==> config.mk <==
export PLATFORM = sky130hd
export DESIGN_NAME = stream_to_ppfifo
export DESIGN_NICKNAME = d
export VERILOG_FILES = /design/src/rtl/stream_to_ppfifo.sv
export SDC_FILE = /design/constraint.sdc
export NUM_CORES = 1
export LEC_CHECK = 0
export ABC_AREA = 1
export ABC_CLOCK_PERIOD_IN_PS = 2400
export CORE_ASPECT_RATIO = 0.75
export CORE_MARGIN = 1.5
export CORE_UTILIZATION = 44
export DETAILED_ROUTE_END_ITERATION = 8
export GPL_TIMING_DRIVEN = 0
export PLACE_DENSITY_LB_ADDON = 0.05
export SLEW_MARGIN = 20
export SYNTH_ARGS = -nofsm -noshare
export SYNTH_HDL_FRONTEND = slang
export SYNTH_SLANG_ARGS = --single-unit
==> constraint.sdc <==
create_clock -name clk -period 2.4 [get_ports clk]
set_input_delay 0.48 -clock clk [delete_from_list [all_inputs] [get_ports clk]]
set_output_delay 0.48 -clock clk [all_outputs]
set_load 0.03 [all_outputs]
==> src/rtl/stream_to_ppfifo.sv <==
// stream_to_ppfifo: packs a valid/ready word stream into ping-pong FIFO buffers.
// Ports: clk, rst_n (async low); upstream i_valid/o_ready/i_data; i_flush;
//        FIFO side i_wr_rdy/o_wr_act/i_wr_size/o_wr_stb/o_wr_data; o_busy.
module stream_to_ppfifo #(
   parameter int DATA_WIDTH   = 32,
   parameter int IDLE_TIMEOUT = 16
) (
   input  logic                  clk,
   input  logic                  rst_n,
   input  logic                  i_valid,
   output logic                  o_ready,
   input  logic [DATA_WIDTH-1:0] i_data,
   input  logic                  i_flush,
   input  logic [1:0]            i_wr_rdy,
   output logic [1:0]            o_wr_act,
   input  logic [23:0]           i_wr_size,
   output logic                  o_wr_stb,
   output logic [DATA_WIDTH-1:0] o_wr_data,
   output logic                  o_busy
);

   typedef enum logic [1:0] {
      IDLE,
      ACTIVE,
      RELEASE
   } state_t;

   localparam logic [15:0] TMO = 16'(IDLE_TIMEOUT);

   state_t                state_q, state_d;
   logic [1:0]            act_q, act_d;
   logic [23:0]           size_q, size_d;
   logic [23:0]           count_q, count_d;
   logic [15:0]           stall_q, stall_d;
   logic [15:0]           stall_inc;
   logic                  stb_q, stb_d;
   logic [DATA_WIDTH-1:0] data_q, data_d;
   logic                  armed_q, armed_d;
   logic                  accept;

   assign o_ready   = (state_q == ACTIVE) && (count_q < size_q);
   assign accept    = i_valid && o_ready;
   assign stall_inc = (&stall_q) ? stall_q : stall_q + 16'd1;

   assign o_wr_act  = act_q;
   assign o_wr_stb  = stb_q;
   assign o_wr_data = data_q;
   assign o_busy    = (state_q != IDLE);

   always_comb begin
      state_d = state_q;
      act_d   = act_q;
      size_d  = size_q;
      count_d = count_q;
      stall_d = stall_q;
      stb_d   = 1'b0;
      data_d  = data_q;
      armed_d = 1'b1;
      unique case (state_q)
         IDLE: begin
            act_d = 2'b00;
            // armed_q keeps the first edge after reset from activating
            if (armed_q && (i_wr_rdy != 2'b00)) begin
               state_d = ACTIVE;
               act_d   = i_wr_rdy[0] ? 2'b01 : 2'b10;
               size_d  = i_wr_size;
               count_d = '0;
               stall_d = '0;
            end
         end
         ACTIVE: begin
            if (accept) begin
               count_d = count_q + 24'd1;
               stall_d = '0;
               stb_d   = 1'b1;
               data_d  = i_data;
               if ((count_d == size_q) || i_flush) begin
                  state_d = RELEASE;
               end
            end else if (count_q != 24'd0) begin
               stall_d = stall_inc;
               if ((stall_inc >= TMO) || i_flush) begin
                  state_d = RELEASE;
               end
            end else if (size_q == 24'd0) begin
               state_d = RELEASE;
            end
         end
         RELEASE: begin
            act_d   = 2'b00;
            state_d = IDLE;
         end
         default: begin
            act_d   = 2'b00;
            state_d = IDLE;
         end
      endcase
   end

   always_ff @(posedge clk or negedge rst_n) begin
      if (!rst_n) begin
         state_q <= IDLE;
         act_q   <= 2'b00;
         size_q  <= '0;
         count_q <= '0;
         stall_q <= '0;
         stb_q   <= 1'b0;
         data_q  <= '0;
         armed_q <= 1'b0;
      end else begin
         state_q <= state_d;
         act_q   <= act_d;
         size_q  <= size_d;
         count_q <= count_d;
         stall_q <= stall_d;
         stb_q   <= stb_d;
         data_q  <= data_d;
         armed_q <= armed_d;
      end
   end

endmodule
# Yosys cells after proc, flatten, opt, wreduce, memory -nomap -nowiden
# Index checks and enable logic that the tools add are counted.
word_totals:
  register_bits: 102
  in_bits: 62
  out_inout_bits: 37
  wordCells: 57
classes:
  n_addsub: 2
  magnitude_cmp: 2
  n_eq_ne: 8
  mux: 20
  n_reduce_logical: 17
op_table:
  columns: ["operator", "n"]
  rows:
  - ["two-way mux 16 bit", 4]
  - ["two-way mux 24 bit", 2]
  - ["one-hot mux 24 bit (2 select lines)", 1]
  - ["one-hot mux 16 bit (2 select lines)", 1]
  - ["adder 24 x 1 -> 24 bit, second input constant", 1]
  - ["== test 24 bit", 1]
  - ["zero test 24 bit", 1]
  - ["< comparator 24 bit", 1]
  - ["nonzero test 24 bit", 1]
  - ["adder 16 x 1 -> 16 bit, second input constant", 1]
  - [">= comparator 16 x 5 -> 1 bit, second input constant", 1]
  - ["two-way mux 2 bit", 8]
  - ["AND reduction 16 bit", 1]
  - ["one-hot mux 2 bit (2 select lines)", 2]
  - ["!= test 3 x 2 -> 1 bit, second input constant", 2]
  - ["AND reduction 3 bit", 2]
  - ["nonzero test 2 bit", 3]
  - ["!= test 2 bit, second input constant", 2]
  - ["!= test 4 x 2 -> 1 bit, second input constant", 1]
  - ["!= test 4 x 3 -> 1 bit, second input constant", 1]
  - ["AND reduction 2 bit", 2]
  - ["AND reduction 4 bit", 1]
  - ["logical AND 1 bit", 3]
  - ["== test 2 x 1 -> 1 bit, second input constant", 1]
  - ["other kinds (3)", 5]

# Longest topological paths before layout
# Gate-level depths: netlist (run 1).
depth:
  word_depth: 8
  mapped_depth: 19
  depth_no_buf: 19

# Worst setup path before layout (run 1)
# Ideal clock, no wire load.
synth_path:
  kind: "register -> register"
  startpoint: "reg size_q[23]"
  endpoint: "reg stall_q[9]"
  arrival_time_ns: 1.919
  required_ns: 2.275
  path_slack_ns: 0.357
  path_stages_with_launch: 13
  path_buffers: 0
  cell_sequence: "dfrtp_1 inv_1 ha_1 nand2_1 nand2_1 nor2_1 nand3_1 nor2_2 nand4_4 nand2_4 nand2_4 nand2_4 mux2_2"
synth_via:
  elab_chain_len: 5
synth_lines:
  columns: ["element", "line", "rtl"]
  rows:
  - ["start: declaration", "32", "logic [23:0] size_q, size_d;"]
  - ["start signal: assignment", "113", "size_q <= size_d;"]
  - ["< comparator 24 bit *", "41", "assign o_ready = (state_q == ACTIVE) && (count_q < size_q);"]
  - ["logical AND 1 bit *", "41", null]
  - ["logical AND 1 bit *", "42", "assign accept = i_valid && o_ready;"]
  - ["!= test 3 x 2 -> 1 bit (no line) or two-way mux 16 bit (tied branches)", null, null]
  - ["AND reduction 3 bit (no line) or one-hot mux 16 bit (2 select lines) (tied branches)", null, null]
  - ["end signal: assignment", "115", "stall_q <= stall_d;"]
  - ["end: declaration", "34", "logic [15:0] stall_q, stall_d;"]
# Mark *: on every way between the ends. The rest lies on a longest branch, timed or not.
# A chain may end at the register's enable or synchronous reset.

# Worst setup path after layout (run 1)
layout_path:
  startpoint: "reg size_q[22]"
  endpoint: "out o_ready"
layout_via:
  elab_chain_len: 2
layout_lines:
  columns: ["element", "line", "rtl"]
  rows:
  - ["< comparator 24 bit", "41", null]
  - ["logical AND 1 bit", "41", null]
  - ["end: declaration", "11", "output logic o_ready,"]
# No other way between the ends.

==> impl_metrics.toml, run 1 <==
[status]
run_status = "complete, no violations"

[clock_tree]
cts.htree.levels = 3
tritoncts_num_sinks = 102
clock_path_buffers = 2
cts.root.buffer_cell = "clkbuf_16"
tritoncts = "done"
insertion_delay_ps = 350
clkTransAtPathRegs_ps = 80
cts-buffers-inserted = 9

[final_layout]
nets = 1117
num_antenna_cells = 0
area_growth_from_synthesis_to_layout_pct = 32.4
postLayoutCoreUtil_pct = 60.3
drive_gt1_share_pct = 15.0

[yosys]
synth.area.top_cells = "dfrtp_1, nand2_1, nor2_1, nand3_1, ha_1"
ys.flop_type = "dfrtp_1"
asyncSetResetFlopFracSynth_pct = 100
synthesis.area_um2 = 6330
syn-num-nets = 972
post_synth.cell_area_avg_um2 = 7.17
synth_largest_area_cell = "dfrtp_1"
synth_seq_area_share_pct = 40.3
ys.warnings.count = 0
synth_edf_count = 0
synthDistinctLibCells = 38
yosys.area.top_type_share_pct = 40.3
yosys_register_bits = 102
netlist_instances = 883

[die]
std_cell_core_area_um2 = 13900
initial_utilization_pct = 45.6
fp.dieW_um = 141
core.rowCount = 37
chipHeight_um = 107
pin_count = 99
die_area_um2 = 15100

[timing]
number_of_pins_exceeding_their_max_slew_limit_in_the_final_report = 0
rsz0062_at_grt = "true"
setup-violations-final = 0
final_min_period_over_clock_period_pct = 99.7
maxClockFrequency_ghz = 0.418
timing_hold_violations_final = 0
final.setup.worst_slack_ps = 7.22
clock-skew-final_ps = 6.67
worst-slew-pin-transition_ps = 697
finalWorstPathRequiredPeriod_ps = 2390
max-slew-margin-rel_pct = 53.5

[placement]
placement.io_buffers = 98
placement.setup.worst_slack_ps = -431
globalplace.congestion = 0.928
hpwlAfterDp_um = 13800

[global_routing]
grt_remaining_overflow = 0
grt_antenna_before_repair = 0
largest_net_degree_at_the_start_of_global_routing = 69
grt_first_pass_wirelength_um = 30400
grtUsageTotal_pct = 26.0
first_global_vias = 5779

[worst_setup_path]
worst-endpoint-arrival_ps = 1910
critical_path.max_fanout = 4
r2r_cells = 14
path_class = "flop to output pin"
worstSetupStartpointType = "flop"
critPathCaptureType = "output pin"
critical_path_data_required_time_ps = 1920
rrSetupSlack_ps = 90

[hold_path]
min_path_type = "input pin to async pin"

[drt]
drtAntennaViolNets = 0
detail_route.drc_violations = 0
dr.pass1.iters = 6
routed-via-count = 6261
detail_route.vias_per_cell = 5.18
wire_per_inst_um = 15.7
wirelength_um = 18900
drt_first_iter_violations = 528

[power]
worst_ir_drop_on_vdd_v = 0.000563
power.density_cell_area_nw_per_um2 = 994
p_leak_nw = 3.90

[job]
maxCapViolations = 0
-- worst paths after layout --
| kind | start | to |
|---|---|---|
| max reg2reg | size_q[1] | stall_q[9] |
| max | size_q[22] | o_ready |
| min | rst_n | size_q[3] |
| min in group clk | o_wr_data[8] | o_wr_data[8] |
| min reg2reg | o_wr_data[8] | o_wr_data[8] |
| max in group asynchronous | rst_n | o_wr_data[8] |
-- placed cells by master, fill, tap and decap left out, drive strengths merged, types with 4 or more instances in the layout --
cell           Yosys  layout
nor2             119     119
nor3               4       4
buf               11      48
clkbuf             9      19
clkdlybuf4s50      0      96
ha                27      27
nand3             71      71
nand4             22      22
xor2              13      13
o31ai             15      15
dfrtp            102     102
inv               91      93
nor4               4       4
o21ai             29      29
a21oi             34      34
nand2            315     315
-- critical path, cell delays in order (launching register included) --
cell	delay (ps)
dfrtp_1	390
inv_2	80
ha_4	260
nand2_2	70
nor2_4	140
nand4_1	150
nor2_1	140
nand2_2	90
nand3_2	70
inv_2	30
buf_6	130
-- registers in the layout, summed over array words and instances (netlist names) --
signal	flops
count_q	24
o_wr_data	32
armed_q	1
stall_q	16
state_q	2
o_wr_stb	1
size_q	24
o_wr_act	2
-- timing repair --
action | CTS | global route
setup endpoints to repair | 52 | 67
setup buffers | 20 | 15
hold buffers | 0 | 0
pin swaps | 13 | 6
resized for setup | 43 | 38
-- through the flow --
step	power, mW	instance area [µm²]	instances	hold slack, ps	setup TNS (ps)
2_1_floorplan	4.78	6330	883	184	0
3_3_place_gp	6.21	7530	1156	462	-345770
3_5_place_dp	6.22	7560	1157	407	-15150
4_1_cts	8.12	8160	1193	34.0	-18.1
5_1_grt	8.89	8380	1208	39.6	-607
6_report	8.33	8380	1208	15.5	0
-- routing by layer --
metal	share of wire, %	global-route usage (%)	vias to the layer above
li1	-	-	3122
met4	1.8	6.19	0
met1	50	40.4	2869
met5	0	0	-
met2	39	35.6	236
met3	8.4	6.48	34
-- synthesized netlist by cell type, types with 2 or more instances --
cell and count:
o31ai_1 15, buf_2 5, nand2_2 5, nor4_1 4
nor2_4 7, nand4_1 21, o21ai_0 25, nor3_1 4
nor2_1 105, a21o_1 2, o21ai_2 2, nand3_2 3
ha_1 27, nand2_4 3, dfrtp_1 102, clkbuf_1 9
o21bai_1 2, and2_1 2, nand3_1 68, xnor2_1 3
nor2_2 7, o21ai_1 2, buf_6 2, buf_4 3
xor2_1 13, nand2_1 307, inv_2 5, mux2_2 2
inv_1 86, a21oi_1 34
-- kinds of logic (layout without fill, tap and decap cells) --
kind of cell	Yosys count	in the layout	share of synthesized area, %
XOR/XNOR	16	16	2.21
AO/OA/AOI/OAI	86	86	7.87
flip-flops	102	102	40.3
multiplexers	3	3	0.514
buffers and inverters	111	261	7.10
other	1	1	0.0593
AND/OR/NAND/NOR	537	537	36.6
adder cells (fa/ha/maj)	27	27	5.34
-- where the power goes --
group | switching (mW) | internal (mW) | leakage, nW
combinational | 2.60 | 1.59 | 2.48
sequential | 0.345 | 2.23 | 1.27
clock | 0.736 | 0.836 | 0.151
total | 3.68 | 4.65 | 3.90
-- area by class of cell --
type	instances	area, µm²
Sequential cell	102	2570
Tap cell	175	219
Clock buffer	9	225
Inverter	91	357
Buffer	20	121
Multi-Input combinational cell	670	3510
Timing Repair Buffer	134	1290
Fill cell	1318	5510
Clock inverter	7	91.3
Note: power is estimated with default switching activity, not from simulation.
==> inputs of run 2 (changes only) <==
Settings changed: HOLD_SLACK_MARGIN set to 0.12, SKIP_LAST_GASP set to 1, TNS_END_PERCENT set to 100.
==> impl_metrics.toml, run 2 (synthesis results as in run 1) <==
[status]
run_status = "complete, but fails checks"
violations_in_the_final_reports = "negative setup slack"

[global_routing]
grtUsageTotal_pct = 25.9
grt_remaining_overflow = 0
largest_net_degree_at_the_start_of_global_routing = 69
grt_first_pass_wirelength_um = 30300
first_global_vias = 5783
grt_antenna_before_repair = 0

[job]
maxCapViolations = 0

[timing]
maxClockFrequency_ghz = 0.411
clock-skew-final_ps = 6.44
timing_hold_violations_final = 0
max-slew-margin-rel_pct = 46.5
rsz0062_at_grt = "true"
final_min_period_over_clock_period_pct = 101
number_of_pins_exceeding_their_max_slew_limit_in_the_final_report = 0
final.setup.worst_slack_ps = -31.3
worst-slew-pin-transition_ps = 803
setup-violations-final = 1
totalNegativeSetupSlack_ps = -31.3
finalWorstPathRequiredPeriod_ps = 2430

[drt]
drtAntennaViolNets = 0
wire_per_inst_um = 15.6
detail_route.vias_per_cell = 5.20
wirelength_um = 18900
detail_route.drc_violations = 0
dr.pass1.iters = 5
drt_first_iter_violations = 484
routed-via-count = 6286

[worst_setup_path]
crit_path_cell_trace = "inv_2 > ha_4 > nand2_4 > nor2_4 > nand4_1 > nor2_1 > nand2_2 > nand3_2 > inv_1 > buf_6"
critPathCaptureType = "output pin"
path_class = "flop to output pin"
critical_path_data_required_time_ps = 1920
worstSetupStartpointType = "flop"
worst-endpoint-arrival_ps = 1950
rr_startpoint = "size_q[22]"
critical-path-max-stage-delay_ps = 390
worst_path_dominant_cell_family = "simple AND/OR/NAND/NOR gates"
critical_path.max_fanout = 4
crit_path_start = "size_q[22]"
critical-path-slowest-cell = "dfrtp_1"
cp.buffers_inverters = 3

[power]
p_leak_nw = 3.92
worst_ir_drop_on_vdd_v = 0.000563
power.density_cell_area_nw_per_um2 = 995

[final_layout]
post_layout_nonfiller_instances = 1210
final_common_cell = "nand2_1"
area_growth_from_synthesis_to_layout_pct = 32.2
most-common-layout-cells = "nand2_1, nor2_1, clkdlybuf4s50_1"
drive_gt1_share_pct = 14.7
num_antenna_cells = 0
nets = 1119
combined_area_of_the_multi_input_logic_cells_um2 = 3490
finish.instance_area_um2 = 8370
seqCellArea_um2 = 2570
postLayoutCoreUtil_pct = 60.3
largest_register_ffs = 32
num-fill-cells = 1318

[clock_tree]
cts.htree.levels = 3
clkTransAtPathRegs_ps = 70
cts.root.buffer_cell = "clkbuf_16"
insertion_delay_ps = 350
tritoncts_num_sinks = 102
cts-buffers-inserted = 9
tritoncts = "done"
clock_path_buffers = 2

[placement]
hpwlAfterDp_um = 13800
dpl_cell_area_um2 = 7560
globalplace.congestion = 0.928
dp_cells = 1157
placement.io_buffers = 98

[die]
std_cell_core_area_um2 = 13900
chipHeight_um = 107
initial_utilization_pct = 45.6
die_area_um2 = 15100
core.rowCount = 37
fp.dieW_um = 141
pin_count = 99

[hold_path]
worstHoldStart = "o_wr_data[8]"
min_path_type = "flop to flop"
==> run 2: changes by cell type in the layout (fill, tap and decap cells not counted), sizes merged <==
cell | previous run | this run
buf | 48 | 49
clkinv | 3 | 2
dlygate4sd3 | 0 | 1
inv | 93 | 94
==> run 2: where the power goes <==
part / switching, mW / internal (mW)
clock: 0.732 / 0.836
combinational: 2.58 / 1.60
sequential: 0.350 / 2.23
total: 3.66 / 4.66
==> run 2: final cells by class <==
cell class	count	area share, %
repair buffers	136	15.6
plain buffers	20	1.45
inverters	91	4.20
clock inverters	7	1.09
flip-flops and latches	102	30.7
multi-input cells	670	41.7
clock buffers	9	2.69
well taps	175	2.62
==> run 2: path summary, 6_finish.rpt <==
kind	to	slack [ps]	cells after the start
max	o_ready	-30	10
min	o_wr_data[8]	480	2
max reg2reg	stall_q[9]	80	12
min reg2reg	o_wr_data[8]	480	2
max in group asynchronous	o_wr_data[8]	1140	3
min in group asynchronous	size_q[3]	600	2
==> run 2: worst reg2reg max path, stage by stage, from the launching register on <==
cell	delay, ps
dfrtp_1	410
inv_2	140
ha_4	230
nand2_4	70
inv_1	70
nand3_2	90
nand3_4	110
nor2_4	180
nand4_4	150
nand2_4	140
nand2_8	110
nand2_4	160
mux2_2	350
==> run 2: stage by stage <==
step	setup WS, ps	hold WS (ps)	power, mW
2_1_floorplan	357	184	4.78
3_3_place_gp	-3260	462	6.21
3_5_place_dp	-431	407	6.22
4_1_cts	-53.9	486	8.08
5_1_grt	-118	509	8.88
6_report	-31.3	481	8.32
==> run 2: routing by layer <==
metal / part of all wire (%) / vias up / global-route usage (%)
met4: 1.0 / 0 / 6.33
met5: 0 / - / 0
met2: 40 / 237 / 35.5
li1: - / 3125 / -
met1: 50 / 2909 / 40.2
met3: 9.1 / 15 / 6.48
==> run 2: what timing repair did <==
| action | 4_1_cts | 5_1_grt |
|---|---|---|
| endpoints found under the hold margin | 34 | 0 |
| pin swaps | 10 | 8 |
| resized for setup | 36 | 40 |
| endpoints found under the setup margin | 52 | 71 |
| hold buffers | 1 | 0 |
| buffers inserted | 20 | 16 |
